===== src/rtl/gb_cpu_common_pkg.sv =====
// Shared CPU types: ALU opcodes, ALU instruction word and the CB executor's state/decode helpers.
package gb_cpu_common_pkg;

  typedef enum logic [4:0] {
    ALU_NOP           = 5'd0,
    ALU_ADD, ALU_ADC, ALU_SUB, ALU_SBC, ALU_AND, ALU_XOR, ALU_OR, ALU_CP,
    ALU_INC, ALU_DEC,
    ALU_ROTL, ALU_ROTR, ALU_ROTL_CARRY, ALU_ROTR_CARRY,
    ALU_SHIFT_L, ALU_SHIFT_R_ARITH, ALU_SWAP, ALU_SHIFT_R_LOGIC,
    ALU_BIT, ALU_RESET, ALU_SET
  } alu_opcode_t;

  typedef struct packed {
    alu_opcode_t opcode;
    logic [2:0]  dst_sel;
    logic [2:0]  src_sel;
    logic [7:0]  imm;
  } gb_instruction_t;

  typedef enum logic [2:0] {
    IDLE, EXEC_REG, MEM_RD, MEM_EXEC, MEM_WR
  } cb_state_t;

  localparam logic [1:0] CB_GRP_ROT    = 2'b00;
  localparam logic [1:0] CB_GRP_BIT    = 2'b01;
  localparam logic [1:0] CB_GRP_RES    = 2'b10;
  localparam logic [1:0] CB_GRP_SET    = 2'b11;
  localparam logic [2:0] CB_REG_HL_IND = 3'd6;

  function automatic alu_opcode_t cb_rot_opcode(input logic [2:0] y);
    case (y)
      3'd0:    return ALU_ROTL;
      3'd1:    return ALU_ROTR;
      3'd2:    return ALU_ROTL_CARRY;
      3'd3:    return ALU_ROTR_CARRY;
      3'd4:    return ALU_SHIFT_L;
      3'd5:    return ALU_SHIFT_R_ARITH;
      3'd6:    return ALU_SWAP;
      default: return ALU_SHIFT_R_LOGIC;
    endcase
  endfunction

endpackage


===== src/rtl/gb_cpu_cb_executor.sv =====
// Sequences CB-prefixed ops through the external ALU: register forms retire one cycle after accept,
// (HL) forms read-modify-write memory and stall on mem_rvalid/mem_wack; cb_ready is low while busy.
module gb_cpu_cb_executor
  import gb_cpu_common_pkg::*;
#(
  parameter int ADDR_W = 16
) (
  input  logic              clk,
  input  logic              reset,
  input  logic              cb_valid,
  input  logic [7:0]        cb_opcode,
  output logic              cb_ready,
  output logic              done,
  output logic [2:0]        rf_rd_sel,
  input  logic [7:0]        rf_rd_data,
  output logic              rf_we,
  output logic [2:0]        rf_wr_sel,
  output logic [7:0]        rf_wr_data,
  input  logic [ADDR_W-1:0] hl,
  input  logic [3:0]        flags_in,
  output logic              flags_we,
  output logic [3:0]        flags_out,
  output logic [ADDR_W-1:0] mem_addr,
  output logic              mem_re,
  input  logic [7:0]        mem_rdata,
  input  logic              mem_rvalid,
  output logic              mem_we,
  output logic [7:0]        mem_wdata,
  input  logic              mem_wack,
  output gb_instruction_t   alu_instr,
  output logic [7:0]        alu_in0,
  output logic [7:0]        alu_in1,
  output logic              alu_carry_in,
  input  logic [7:0]        alu_out,
  input  logic              alu_z,
  input  logic              alu_n,
  input  logic              alu_h,
  input  logic              alu_c
);

  cb_state_t         r_state;
  logic [7:0]        r_opcode;
  logic [ADDR_W-1:0] r_addr;
  logic [7:0]        r_operand;
  logic [7:0]        r_wdata;

  logic [1:0]  w_grp;
  logic [2:0]  w_y;
  logic [2:0]  w_reg;
  logic        w_is_bit;
  logic        w_flags_en;
  logic [3:0]  w_flags;
  alu_opcode_t w_alu_op;
  logic        w_unused_flags;

  assign w_grp          = r_opcode[7:6];
  assign w_y            = r_opcode[5:3];
  assign w_reg          = r_opcode[2:0];
  assign w_is_bit       = (w_grp == CB_GRP_BIT);
  assign w_flags_en     = (w_grp == CB_GRP_ROT) || w_is_bit;
  // BIT leaves C untouched and forces N=0, H=1
  assign w_flags        = w_is_bit ? {alu_z, 1'b0, 1'b1, flags_in[0]}
                                   : {alu_z, alu_n, alu_h, alu_c};
  assign w_unused_flags = &{1'b0, flags_in[3:1]};

  always_comb begin
    case (w_grp)
      CB_GRP_ROT: w_alu_op = cb_rot_opcode(w_y);
      CB_GRP_BIT: w_alu_op = ALU_BIT;
      CB_GRP_RES: w_alu_op = ALU_RESET;
      default:    w_alu_op = ALU_SET;
    endcase
  end

  always_ff @(posedge clk) begin
    if (reset) begin
      r_state   <= IDLE;
      r_opcode  <= '0;
      r_addr    <= '0;
      r_operand <= '0;
      r_wdata   <= '0;
    end else begin
      case (r_state)
        IDLE: if (cb_valid) begin
          r_opcode <= cb_opcode;
          if (cb_opcode[2:0] == CB_REG_HL_IND) begin
            r_addr  <= hl;
            r_state <= MEM_RD;
          end else begin
            r_state <= EXEC_REG;
          end
        end
        EXEC_REG: r_state <= IDLE;
        MEM_RD: if (mem_rvalid) begin
          r_operand <= mem_rdata;
          r_state   <= MEM_EXEC;
        end
        MEM_EXEC: if (w_is_bit) begin
          r_state <= IDLE;
        end else begin
          r_wdata <= alu_out;
          r_state <= MEM_WR;
        end
        MEM_WR:  if (mem_wack) r_state <= IDLE;
        default: r_state <= IDLE;
      endcase
    end
  end

  always_comb begin
    cb_ready     = 1'b0;
    done         = 1'b0;
    rf_rd_sel    = '0;
    rf_we        = 1'b0;
    rf_wr_sel    = '0;
    rf_wr_data   = '0;
    flags_we     = 1'b0;
    flags_out    = '0;
    mem_addr     = '0;
    mem_re       = 1'b0;
    mem_we       = 1'b0;
    mem_wdata    = '0;
    alu_instr    = '0;
    alu_in0      = '0;
    alu_in1      = '0;
    alu_carry_in = 1'b0;
    if (r_state != IDLE) begin
      alu_instr.opcode = w_alu_op;
      alu_in1          = (w_grp == CB_GRP_ROT) ? 8'h00 : {5'b0, w_y};
      alu_carry_in     = flags_in[0];
    end
    case (r_state)
      IDLE: cb_ready = 1'b1;
      EXEC_REG: begin
        rf_rd_sel  = w_reg;
        alu_in0    = rf_rd_data;
        rf_we      = !w_is_bit;
        rf_wr_sel  = w_reg;
        rf_wr_data = alu_out;
        flags_we   = w_flags_en;
        flags_out  = w_flags;
        done       = 1'b1;
      end
      MEM_RD: begin
        mem_addr = r_addr;
        mem_re   = 1'b1;
      end
      MEM_EXEC: begin
        mem_addr  = r_addr;
        alu_in0   = r_operand;
        flags_we  = w_flags_en;
        flags_out = w_flags;
        done      = w_is_bit;
      end
      MEM_WR: begin
        mem_addr  = r_addr;
        mem_we    = 1'b1;
        mem_wdata = r_wdata;
        done      = mem_wack;
      end
      default: ;
    endcase
    // state only returns to IDLE at the next edge, so mask strobes during the reset cycle itself
    if (reset) begin
      cb_ready = 1'b0;
      done     = 1'b0;
      rf_we    = 1'b0;
      flags_we = 1'b0;
      mem_re   = 1'b0;
      mem_we   = 1'b0;
    end
  end

endmodule


===== config.mk =====
export PLATFORM = sky130hd
export DESIGN_NAME = gb_cpu_cb_executor
export DESIGN_NICKNAME = d
export VERILOG_FILES = /design/src/rtl/gb_cpu_common_pkg.sv /design/src/rtl/gb_cpu_cb_executor.sv
export SDC_FILE = /design/constraint.sdc
export NUM_CORES = 1
export LEC_CHECK = 0
export ABC_AREA = 1
export CAP_MARGIN = 20
export CORE_ASPECT_RATIO = 0.6
export CORE_MARGIN = 2
export CORE_UTILIZATION = 40
export DETAILED_ROUTE_END_ITERATION = 12
export GPL_TIMING_DRIVEN = 0
export PLACE_DENSITY = 0.82
export SETUP_SLACK_MARGIN = 0.02
export SLEW_MARGIN = 20
export SYNTH_ARGS = -nofsm -noshare
export SYNTH_HDL_FRONTEND = slang
export SYNTH_SLANG_ARGS = --single-unit
export TNS_END_PERCENT = 5

===== constraint.sdc =====
create_clock -name clk -period 1.8 [get_ports clk]
set_input_delay 0.27 -clock clk [delete_from_list [all_inputs] [get_ports clk]]
set_output_delay 0.27 -clock clk [all_outputs]
set_load 0.1 [all_outputs]

==> summary.txt <==
run status - finished, violations left
failing checks - negative setup slack
post-synth cell types - 27
number of remaining DRC errors - 0
share of layout cells above drive strength 1 - 38.8%
vias - 3090
CTS H-tree depth - 2
CTS Root Cell - clkbuf_8
Pwr Total - 5.41 mW
Syn-to-layout area delta - 91.8%
Die Span X - 110 um
most used cell, CP - nand2_1
Die Area - 7440 sq um
post-synthesis sequential area ratio - 31.9%
# IOs - 145
hold_buf cts - 0
routed len/inst - 13.5 um
nets - 653
synthesis warning total - 0
number of DRC markers in iteration 0 - 209
Fmax achieved - 0.519 GHz
clock skew - 4.65 ps
CTS tree - yes
Syn Std Cell Area - 2700 sq um
synth top area cells - dfxtp_1, nor2_1, nand2_1
Reg clk slew, reported paths - 80 ps
#FFs+latches synth - 43
Num CTS Buffers - 5
worst hold-check path type - reg2reg
GRT Total Usage - 23.5%
total grt overflow - 0
Die Y - 67.6 um
max_cap viols - 0
Synth top area share - 31.9%
critical path class - reg2out
Crit path arrival time - 1660 ps
fin worst setup slack - -128 ps
initial antenna violation count - 0
Initial Util - 40.9%
Max clock buf depth - 2
DR pass1 iterations - 5
Mapped Avg Cell Area - 6.39 sq um
# port buffers - 122
drt via density - 4.60
endpoint class of the critical path - output port
Synth area leader - dfxtp_1
Placeable Area - 6590 sq um
later-pin clock latency in the skew report - 290 ps
FILL cells - 446
largest net degree at the start of global routing - 13
WL final - 9070 um
Critical-path top delay cell - dfxtp_4
fin. max-slew vios - 0
CP max stage delay - 410 ps
CP Max Fanout - 4
Leak - 2.23 nW
gp weighted congestion - 0.827
wire length of the first global-routing pass - 13400 um
number of global-route vias before repair - 2857
Hold Vio Cnt, Final - 0
pwr dens - 1050 nW/um^2
setup_tns - -518 ps
Cells on Worst Hold Path - 2
row count - 23
VDD IR-drop max - 0.701 mV
unrepaired setup endpoints after global routing - yes
Setup crit start kind - register
R2R cell count - 7
min Tclk post-route - 1930 ps
Post-Synthesis Cells - 422
Post-DRT Antenna Nets - 0
critical-path cell list - inv_6 -> ha_4 -> nor2_2 -> nand3_1 -> nand2_1 -> nand2_1 -> a21oi_2 -> buf_8
sinks on the clock net - 43
share of the clock period used by the worst path - 107%
Required @ worst endpoint - 1530 ps
DP HPWL - 6520 um
ANT cells - 0
Finish-stage setup viols - 13
## cells by family (layout without fill, tap and decap cells)
group / count (synthesis) / after routing / synth area share (%)
adder cells (fa/ha/maj): 7 / 7 / 3.25
other: 1 / 19 / 0.139
AND/OR/NAND/NOR: 216 / 216 / 35.3
AO/OA/AOI/OAI: 46 / 46 / 9.10
flip-flops: 43 / 43 / 31.9
buffers and inverters: 109 / 254 / 20.3
## worst max-delay path, delay by kind of cell, from the launching register on
| kind | cells | cell delay [ps] |
|---|---|---|
| AO/OA/AOI/OAI | 1 | 160 |
| adder cells (fa/ha/maj) | 1 | 160 |
| buffers and inverters | 2 | 270 |
| flip-flops | 1 | 410 |
| AND/OR/NAND/NOR | 4 | 380 |
## state kept, by name, summed over array words and instances, names as in the netlist
| signal | flops |
|---|---|
| r_addr | 16 |
| r_opcode | 8 |
| r_operand | 8 |
| r_wdata | 8 |
| r_state | 3 |
## metal layers
layer	wire [um]	global-route usage, %
met1	3940	30.6
met2	4280	39.5
met3	771	6.47
met4	80	3.96
met5	0	0
## worst paths after layout
check                   start            end  slack (ps)
hold / removal    r_opcode[0]    r_opcode[0]         470
setup / recovery  r_opcode[3]  alu_instr[18]        -130
hold reg to reg   r_opcode[0]    r_opcode[0]         470
setup reg to reg  r_opcode[7]     r_wdata[6]         370
## cells in the final DEF (no fill, tap or decap), types with 2 or more instances in the layout
| cell type | n |
|---|---|
| clkdlybuf4s50_1 | 56 |
| dfxtp_1 | 36 |
| nor2_2 | 29 |
| ha_4 | 5 |
| nand2_1 | 62 |
| clkinv_2 | 2 |
| o21ai_0 | 18 |
| buf_6 | 19 |
| buf_4 | 46 |
| nand4_1 | 2 |
| buf_12 | 44 |
| inv_6 | 2 |
| nor3_4 | 3 |
| dfxtp_4 | 5 |
| nand2_2 | 10 |
| o21ai_2 | 3 |
| clkbuf_8 | 6 |
| clkbuf_4 | 2 |
| ha_1 | 2 |
| conb_1 | 19 |
| dfxtp_2 | 2 |
| nand3_1 | 23 |
| inv_2 | 4 |
| inv_4 | 5 |
| nor2_4 | 24 |
| buf_8 | 2 |
| nand2_4 | 3 |
| inv_1 | 61 |
| a21oi_2 | 4 |
| nor2_1 | 58 |
| a21oi_1 | 17 |
## cell usage after synthesis
library cell / count
buf_6: 5
nand3_1: 23
a31oi_1: 1
inv_1: 67
o21ai_2: 2
nand4_1: 2
clkinv_1: 1
nor3_1: 4
nor2_1: 92
a21oi_2: 1
inv_2: 4
dfxtp_1: 43
nand2_2: 2
nand2_1: 72
nand2_4: 1
a21oi_1: 21
nor2_4: 7
ha_1: 7
clkbuf_1: 2
nor2_2: 12
o21ai_0: 20
o21a_1: 1
inv_4: 1
nand3_2: 1
buf_2: 4
conb_1: 1
buf_4: 25
## where the power goes
part	switching (mW)	leakage, nW	total [mW]	internal (mW)
clock network	0.315	0.0470	0.617	0.301
registers	0.0779	0.354	1.13	1.05
logic	2.44	1.83	3.66	1.22
## through the flow
step	cells	utilization [%]	instance area [sq um]	setup WS (ps)	hold slack, ps
final	672	78.5	5170	-128	466
after global routing	672	78.5	5170	-178	482
after CTS	668	74.8	4930	-50.5	472
after detailed placement	649	64.6	4260	-1090	457
after global placement	649	64.6	4260	-1010	452
after floorplan	440	-	2930	-401	339
## area by class of cell
| cell class | count | area [sq um] | area share, % |
|---|---|---|---|
| tap | 87 | 109 | 2.11 |
| timing repair buffer | 139 | 1800 | 34.9 |
| clock buffer | 6 | 82.6 | 1.60 |
| multi-input combinational | 288 | 1690 | 32.8 |
| buffer | 35 | 298 | 5.76 |
| clock inverter | 1 | 5.00 | 0.0968 |
| sequential | 43 | 882 | 17.1 |
| inverter | 73 | 298 | 5.76 |
## repair_timing
action	in CTS	in global routing
resized for setup	554	57
endpoints found under the setup margin	65	61
gates cloned	1	0
setup buffers	11	5
pin swaps	10	15
No activity file was read; power rests on OpenSTA's default activity.
